## src/rtl/dmem_arbiter.sv

```systemverilog
// Two-port arbiter in front of a single-port data memory.
// Port 0 is the CPU MEM stage, port 1 the loader/debug master. Grants are
// combinational per cycle; read data is registered with a one-cycle rvalid.
// Port 1 may lock the bus, bounded by LOCK_MAX so port 0 cannot starve.
module dmem_arbiter #(
  parameter int AW          = 32,
  parameter int ROUND_ROBIN = 1,
  parameter int LOCK_MAX    = 16
) (
  input  logic          clk,
  input  logic          rst,
  input  logic          p0_req,
  input  logic          p0_we,
  input  logic [AW-1:0] p0_addr,
  input  logic [31:0]   p0_wdata,
  output logic          p0_gnt,
  output logic          p0_rvalid,
  output logic [31:0]   p0_rdata,
  input  logic          p1_req,
  input  logic          p1_we,
  input  logic [AW-1:0] p1_addr,
  input  logic [31:0]   p1_wdata,
  output logic          p1_gnt,
  output logic          p1_rvalid,
  output logic [31:0]   p1_rdata,
  input  logic          p1_lock,
  output logic          mem_we,
  output logic [AW-1:0] mem_a,
  output logic [31:0]   mem_wd,
  input  logic [31:0]   mem_rd
);

  typedef enum logic {IDLE, LOCK1} state_t;

  localparam int CW = $clog2(LOCK_MAX) + 1;

  state_t        state, state_nxt;
  logic [CW-1:0] lock_cnt, lock_cnt_nxt;
  logic          last, last_nxt;
  logic          rd0_acc, rd1_acc;

  // Byte-lane bits of the request addresses play no part in word access.
  logic unused_addr_bits;
  assign unused_addr_bits = ^{p0_addr[1:0], p1_addr[1:0]};

  // Arbitration state: FSM state, lock cycle counter and last granted port.
  always_ff @(posedge clk or negedge rst) begin
    if (!rst) begin
      state    <= IDLE;
      lock_cnt <= '0;
      last     <= 1'b1;
    end else begin
      state    <= state_nxt;
      lock_cnt <= lock_cnt_nxt;
      last     <= last_nxt;
    end
  end

  // Grant selection and next-state logic; gnt is only ever raised with req.
  always_comb begin
    state_nxt    = state;
    lock_cnt_nxt = lock_cnt;
    last_nxt     = last;
    p0_gnt       = 1'b0;
    p1_gnt       = 1'b0;
    case (state)
      IDLE: begin
        lock_cnt_nxt = '0;
        if (p0_req && p1_req) begin
          // last == 1 means port 1 was served last, so port 0 wins the tie.
          if ((ROUND_ROBIN != 0) && !last) p1_gnt = 1'b1;
          else                             p0_gnt = 1'b1;
        end else if (p0_req) begin
          p0_gnt = 1'b1;
        end else if (p1_req) begin
          p1_gnt = 1'b1;
        end
        if (p0_gnt) last_nxt = 1'b0;
        if (p1_gnt) begin
          last_nxt = 1'b1;
          if (p1_lock) begin
            state_nxt    = LOCK1;
            lock_cnt_nxt = CW'(1);
          end
        end
      end
      LOCK1: begin
        p1_gnt       = p1_req;
        lock_cnt_nxt = lock_cnt + CW'(1);
        // Leaving the lock hands the next tie to port 0; re-locking needs
        // a fresh accept from IDLE.
        if (!p1_lock || (lock_cnt == CW'(LOCK_MAX - 1))) begin
          state_nxt    = IDLE;
          last_nxt     = 1'b1;
          lock_cnt_nxt = '0;
        end
      end
      default: state_nxt = IDLE;
    endcase
  end

  assign rd0_acc = p0_gnt && !p0_we;
  assign rd1_acc = p1_gnt && !p1_we;

  // Memory-side mux: port 0 drives the bus whenever port 1 is not granted.
  assign mem_we = (p0_gnt && p0_we) || (p1_gnt && p1_we);
  assign mem_a  = p1_gnt ? {p1_addr[AW-1:2], 2'b00} : {p0_addr[AW-1:2], 2'b00};
  assign mem_wd = p1_gnt ? p1_wdata : p0_wdata;

  // Registered read return: capture mem_rd at the end of each read accept.
  always_ff @(posedge clk or negedge rst) begin
    if (!rst) begin
      p0_rvalid <= 1'b0;
      p1_rvalid <= 1'b0;
      p0_rdata  <= '0;
      p1_rdata  <= '0;
    end else begin
      p0_rvalid <= rd0_acc;
      p1_rvalid <= rd1_acc;
      if (rd0_acc) p0_rdata <= mem_rd;
      if (rd1_acc) p1_rdata <= mem_rd;
    end
  end

endmodule
```

## config.mk

```make
export PLATFORM = sky130hd
export DESIGN_NAME = dmem_arbiter
export DESIGN_NICKNAME = d
export VERILOG_FILES = /design/src/rtl/dmem_arbiter.sv
export SDC_FILE = /design/constraint.sdc
export NUM_CORES = 1
export LEC_CHECK = 0
export CORE_MARGIN = 4
export CORE_UTILIZATION = 29
export CTS_BUF_LIST = sky130_fd_sc_hd__clkbuf_16
export CTS_CLUSTER_DIAMETER = 50
export CTS_CLUSTER_SIZE = 10
export DETAILED_ROUTE_END_ITERATION = 8
export PLACE_DENSITY = 0.77
export SYNTH_ARGS = -nofsm -noshare
export SYNTH_HDL_FRONTEND = slang
export SYNTH_SLANG_ARGS = --single-unit
```

## constraint.sdc

```tcl
create_clock -name clk -period 1.8 [get_ports clk]
set_clock_uncertainty 0.1 [all_clocks]
set_input_delay 0.18 -clock clk [delete_from_list [all_inputs] [get_ports clk]]
set_output_delay 0.18 -clock clk [all_outputs]
set_load 0.01 [all_outputs]
```

==> Yosys cells after proc, flatten, opt, wreduce, memory -nomap -nowiden <==
Index checks and enable logic that the tools add are counted.
Widths: inputs -> output; s select.
{ "op_classes": {"add_sub_neg": 1, "eq_ne": 3, "n_mux": 25, "bitwise_logic": 1, "reduce_logical": 11} }
{ "ops": {"columns": ["op", "count"], "rows": [
  ["$mux 32", 2],
  ["$mux 1", 18],
  ["$pmux 5 s2", 1],
  ["$pmux 1 s2", 3],
  ["$add 5x1->5 const B", 1],
  ["$eq 5x4->1 const B", 1],
  ["$logic_and 1x1->1", 5],
  ["$mux 5", 1],
  ["$logic_not 1->1", 3],
  ["$ne 3x3->1 const B", 1],
  ["$logic_or 1x1->1", 2],
  ["$ne 2x1->1 const B", 1],
  ["$reduce_and 2->1", 1],
  ["$not 1->1", 1]
]} }
{ "word_totals": {"regBits": 73, "inputBits": 167, "out_inout_bits": 133} }

==> Logic depth before layout (Yosys ltp) <==
{ "depth": {"word_depth": 7, "mapped_depth": 6, "depth_no_buf": 6} }

==> Least setup slack after synthesis <==
No wires, ideal clock.
{ "synth_timing": {"kind": "flip-flop to output port", "from": "register last", "to": "output port mem_a[3]", "arrival_ns": 1.503, "required_time_ns": 1.520, "setup_slack_ns": 0.017, "path_stages_with_launch": 5, "path_buffers": 1, "path_cell_list": "dfstp_2 nand2_1 o21ai_2 buf_4 mux2_1"} }
{ "synth_via": {"elab_chain_cells": 5} }
{ "synth_lines": {"columns": ["item", "line", "text"], "rows": [
  ["start, declared", "39", "logic last, last_nxt;"],
  ["start signal, assigned", "55", "last <= last_nxt;"],
  ["$mux 1", "71", "if ((ROUND_ROBIN != 0) && !last) p1_gnt = 1'b1;"],
  ["$mux 1", "69", "if (p0_req && p1_req) begin"],
  ["$mux 1", "66", "case (state)"],
  ["$pmux 1 s2", "66", null],
  ["$mux 32", "107", "assign mem_a = p1_gnt ? {p1_addr[AW-1:2], 2'b00} : {p0_addr[AW-1:2], 2'b00};"],
  ["end, declared", "28", "output logic [AW-1:0] mem_a,"]
]} }
Every way passes these cells. The select of a mux whose other input is x is not followed.

==> Worst setup path in the final report <==
{ "layout_timing": {"from": "register last", "to": "output port mem_wd[22]"} }
{ "layout_via": {"elab_chain_cells": 5} }
{ "layout_lines": {"columns": ["item", "line", "text"], "rows": [
  ["$mux 1", "71", null],
  ["$mux 1", "69", null],
  ["$mux 1", "66", null],
  ["$pmux 1 s2", "66", null],
  ["$mux 32", "108", "assign mem_wd = p1_gnt ? p1_wdata : p0_wdata;"],
  ["end, declared", "29", "output logic [31:0] mem_wd,"]
]} }
Every way passes these cells. The select of a mux whose other input is x is not followed.

==> PnR_summary.wiki <==
{| class="wikitable"
! Metric !! Value
|-
| Insertion delay of the later-clocked pin in the worst-skew pair || 0.33 ns
|-
| PwrDens || 991 mW/mm2
|-
| Maximum number of pins on one net before global-route repair || 43
|-
| Type of the setup path with the least slack || reg -> out
|-
| Number of max-cap violations || 0
|-
| Dpl cell area || 0.00676 mm2
|-
| Combinational cell fraction of total power || 0.457
|-
| Deepest clock path buffer count || 2
|-
| Fin nets || 750
|-
| Peak VDD IR || 642 uV
|-
| Total die area || 0.0142 mm2
|-
| Reg2reg setup slack || -0.30 ns
|-
| Rel. slew slack || 0.623
|-
| Data arrival time of the critical path || 2.03 ns
|-
| Type of the most critical hold path || in -> async
|-
| Internal power of the cells || 5.46 mW
|-
| Clock Power Share || 0.238
|-
| Number of max-slew violations in the final report || 0
|-
| TritonCTS clock tree || built
|-
| Sequential fraction of the synthesis area || 0.512
|-
| Estimated wirelength of the detail-placed design || 12200 um
|-
| Critical Path Sink Type || output port
|-
| Library cell used as clock root buffer || sky130_fd_sc_hd__clkbuf_16
|-
| IO Pins || 300
|-
| Area growth from synthesis to layout || 117%
|-
| Result of the run || complete, but fails checks
|-
| First-pass iteration count of the detailed router || 4
|-
| Number of standard cells after synthesis || 245
|-
| Time the final worst path needs with I/O delays and setup || 2.31 ns
|-
| Core Footprint || 0.0120 mm2
|-
| Maximum clock frequency || 433 MHz
|-
| Wire length reported by the detailed router || 17100 um
|-
| Overall die width || 119 um
|-
| Number of synthesized register bits || 73
|-
| Fraction of power spent switching nets || 0.288
|-
| Total power consumption of the routed design || 7.67 mW
|-
| Number of cell rows || 40
|-
| Worst slack after detailed placement || -0.613 ns
|-
| Share of layout cells above drive strength 1 || 0.444
|-
| Highest-count cells in the layout ignoring fill and taps || sky130_fd_sc_hd__clkdlybuf4s50_1, sky130_fd_sc_hd__dfrtp_1, sky130_fd_sc_hd__mux2_4, sky130_fd_sc_hd__mux2_2, sky130_fd_sc_hd__buf_6
|-
| DR vias/cell || 4.80
|-
| Sequential fraction of design power || 0.306
|-
| Setup-violating endpoint count in the final report || 97
|-
| Data required, critical path || 1.52 ns
|-
| Lkg Pwr || 3.45 nW
|-
| Share of the synthesized netlist area taken by xor and xnor gates || 0.00491
|-
| Combinational family with the most area after synthesis || multiplexers
|-
| Sink Count || 73
|-
| Level count of the clock H-tree || 3
|-
| Gr usage total || 0.230
|-
| Synthesized area divided by synthesized cell count || 14.6 um2
|-
| Largest fanout on the critical path || 8
|-
| Total vias in the final route || 3532
|-
| Core Util, Final || 0.644
|-
| Tightest Pin Transition || 0.565 ns
|-
| Count of warnings emitted by yosys || 0
|-
| Wire length of the first global-routing pass || 24600 um
|-
| Overflow left after global routing || 0
|-
| Number of failing hold endpoints at the final stage || 0
|-
| Setup WS post-layout || -0.509 ns
|-
| Most common library cell in the layout ignoring fill and taps || sky130_fd_sc_hd__clkdlybuf4s50_1
|-
| Violations in the final reports || negative setup slack
|-
| Number of antenna-violating nets in the routed design || 0
|-
| Number of remaining DRC errors || 0
|-
| Synthesized-area fraction occupied by and/or/nand/nor cells || 0.0284
|-
| Tcrit/Tclk final || 1.28
|-
| Cell variety after synth || 27
|-
| Via count of the first global-routing pass || 3827
|-
| Filler Cells Inserted || 904
|-
| Height of the chip || 119 um
|-
| Number of DRC violations after detailed-routing iteration 0 || 100
|-
| Number of antenna violations at the first check in global routing || 3
|-
| Setup TNS || -34.91 ns
|-
| RSZ-0062 raised after global routing || yes
|-
| Area share of fa/ha/maj cells after synthesis || 0.00701
|-
| Number of port buffers || 293
|-
| NetSw || 2.20 mW
|-
| Cell area after synthesis || 0.00357 mm2
|-
| Final non-filler cell area || 0.00773 mm2
|-
| Multiplexer fraction of the synthesized cell area || 0.397
|-
| RD Place Congestion || 1.04
|-
| Startpoint Class || flop
|-
| Average routed wire per standard cell || 23.2 um
|-
| Worst setup path start || last
|-
| R2r startpoint || last
|-
| Complex-gate fraction of the synthesized area || 0.0133
|-
| TritonCTS buffer count || 9
|-
| Register clock-pin slew on the reported worst setup and hold paths || 0.06 ns
|-
| Starting density of the core || 0.297
|}
critical path, stage by stage (launching register included):
cell,delay [ns]
sky130_fd_sc_hd__dfstp_2,0.53
sky130_fd_sc_hd__nand2_2,0.08
sky130_fd_sc_hd__o21ai_4,0.17
sky130_fd_sc_hd__buf_4,0.14
sky130_fd_sc_hd__buf_4,0.10
sky130_fd_sc_hd__buf_6,0.08
sky130_fd_sc_hd__buf_8,0.12
sky130_fd_sc_hd__mux2_2,0.34
sky130_fd_sc_hd__buf_2,0.14
per-layer routing:
metal,part of all wire,up-vias,GRT usage
li1,-,1554,-
met1,0.41,1772,0.279
met2,0.49,177,0.383
met3,0.075,29,0.0783
met4,0.025,0,0.0746
met5,0,-,0
area by class of cell:
cell class                      instances  area [um2]  share of cell area
Tap cell                              147         184              0.0238
Clock inverter                          7        77.6              0.0100
Clock buffer                            9         225              0.0291
Timing Repair Buffer                  339        3510               0.454
Sequential cell                        73        1830               0.236
Multi-Input combinational cell        154        1890               0.244
Antenna cell                            3        7.51            0.000971
Inverter                                4        15.0             0.00194
Yosys cell counts (all sizes together):
cell       n  area [um2]
mux2     126        1420
dfrtp     72        1800
buf       15         114
nor2       6        22.5
inv        4        15.0
o21ai      3        22.5
ha         2        25.0
nand2      2        7.51
a2bb2oi    1        8.76
and2b      1        7.51
and3       1        6.26
conb       1        3.75
dfstp      1        26.3
nand2b     1        13.8
nand3      1        5.00
nand3b     1        7.51
nand4b     1        8.76
nor2b      1        6.26
nor3       1        16.3
o21a       1        7.51
o22a       1        8.76
xnor2      1        8.76
xor2       1        8.76
registers in the layout, summed over array words and instances, names as in the netlist:
register,flops
lock_cnt,5
last,1
p0_rvalid,1
p0_rdata,32
state,1
p1_rdata,32
p1_rvalid,1
cells by family after synthesis:
group / after synthesis
AO/OA/AOI/OAI: 6
flip-flops: 73
AND/OR/NAND/NOR: 16
buffers and inverters: 19
adder cells (fa/ha/maj): 2
XOR/XNOR: 2
multiplexers: 126
other: 1
power groups by stage:
| stage | Combinational (mW) | Clock (mW) | Sequential (mW) |
|---|---|---|---|
| global route | 3.67 | 1.94 | 2.40 |
| finish | 3.50 | 1.82 | 2.35 |
| global placement | 2.94 | 0 | 2.32 |
| detailed placement | 2.96 | 0 | 2.35 |
| floorplan | 0.908 | 0 | 2.53 |
| CTS | 3.48 | 1.87 | 2.34 |
path summary, 6_finish.rpt:
check | to | cells past startpoint
min in group clk | p0_rdata[17] | 2
min | p1_rdata[15] | 2
max | mem_wd[22] | 8
min reg2reg | p1_rdata[20] | 1
max reg2reg | p0_rdata[3] | 8
max in group asynchronous | p1_rdata[2] | 3
metrics by stage:
step	hold WS [ns]	std cells
floorplan	-0.216	246
global placement	0.106	685
detailed placement	0.114	685
CTS	0.300	729
global route	0.331	736
finish	0.288	736
timing repair:
item | CTS | global route
hold buffers | 1 | 0
setup buffers | 19 | 5
endpoints found under the hold margin | 40 | 0
gates cloned | 8 | 4
pin swaps | 2 | 3
gates resized for setup | 309 | 63
endpoints found under the setup margin | 97 | 130
Power figures use the tool's default switching activity.
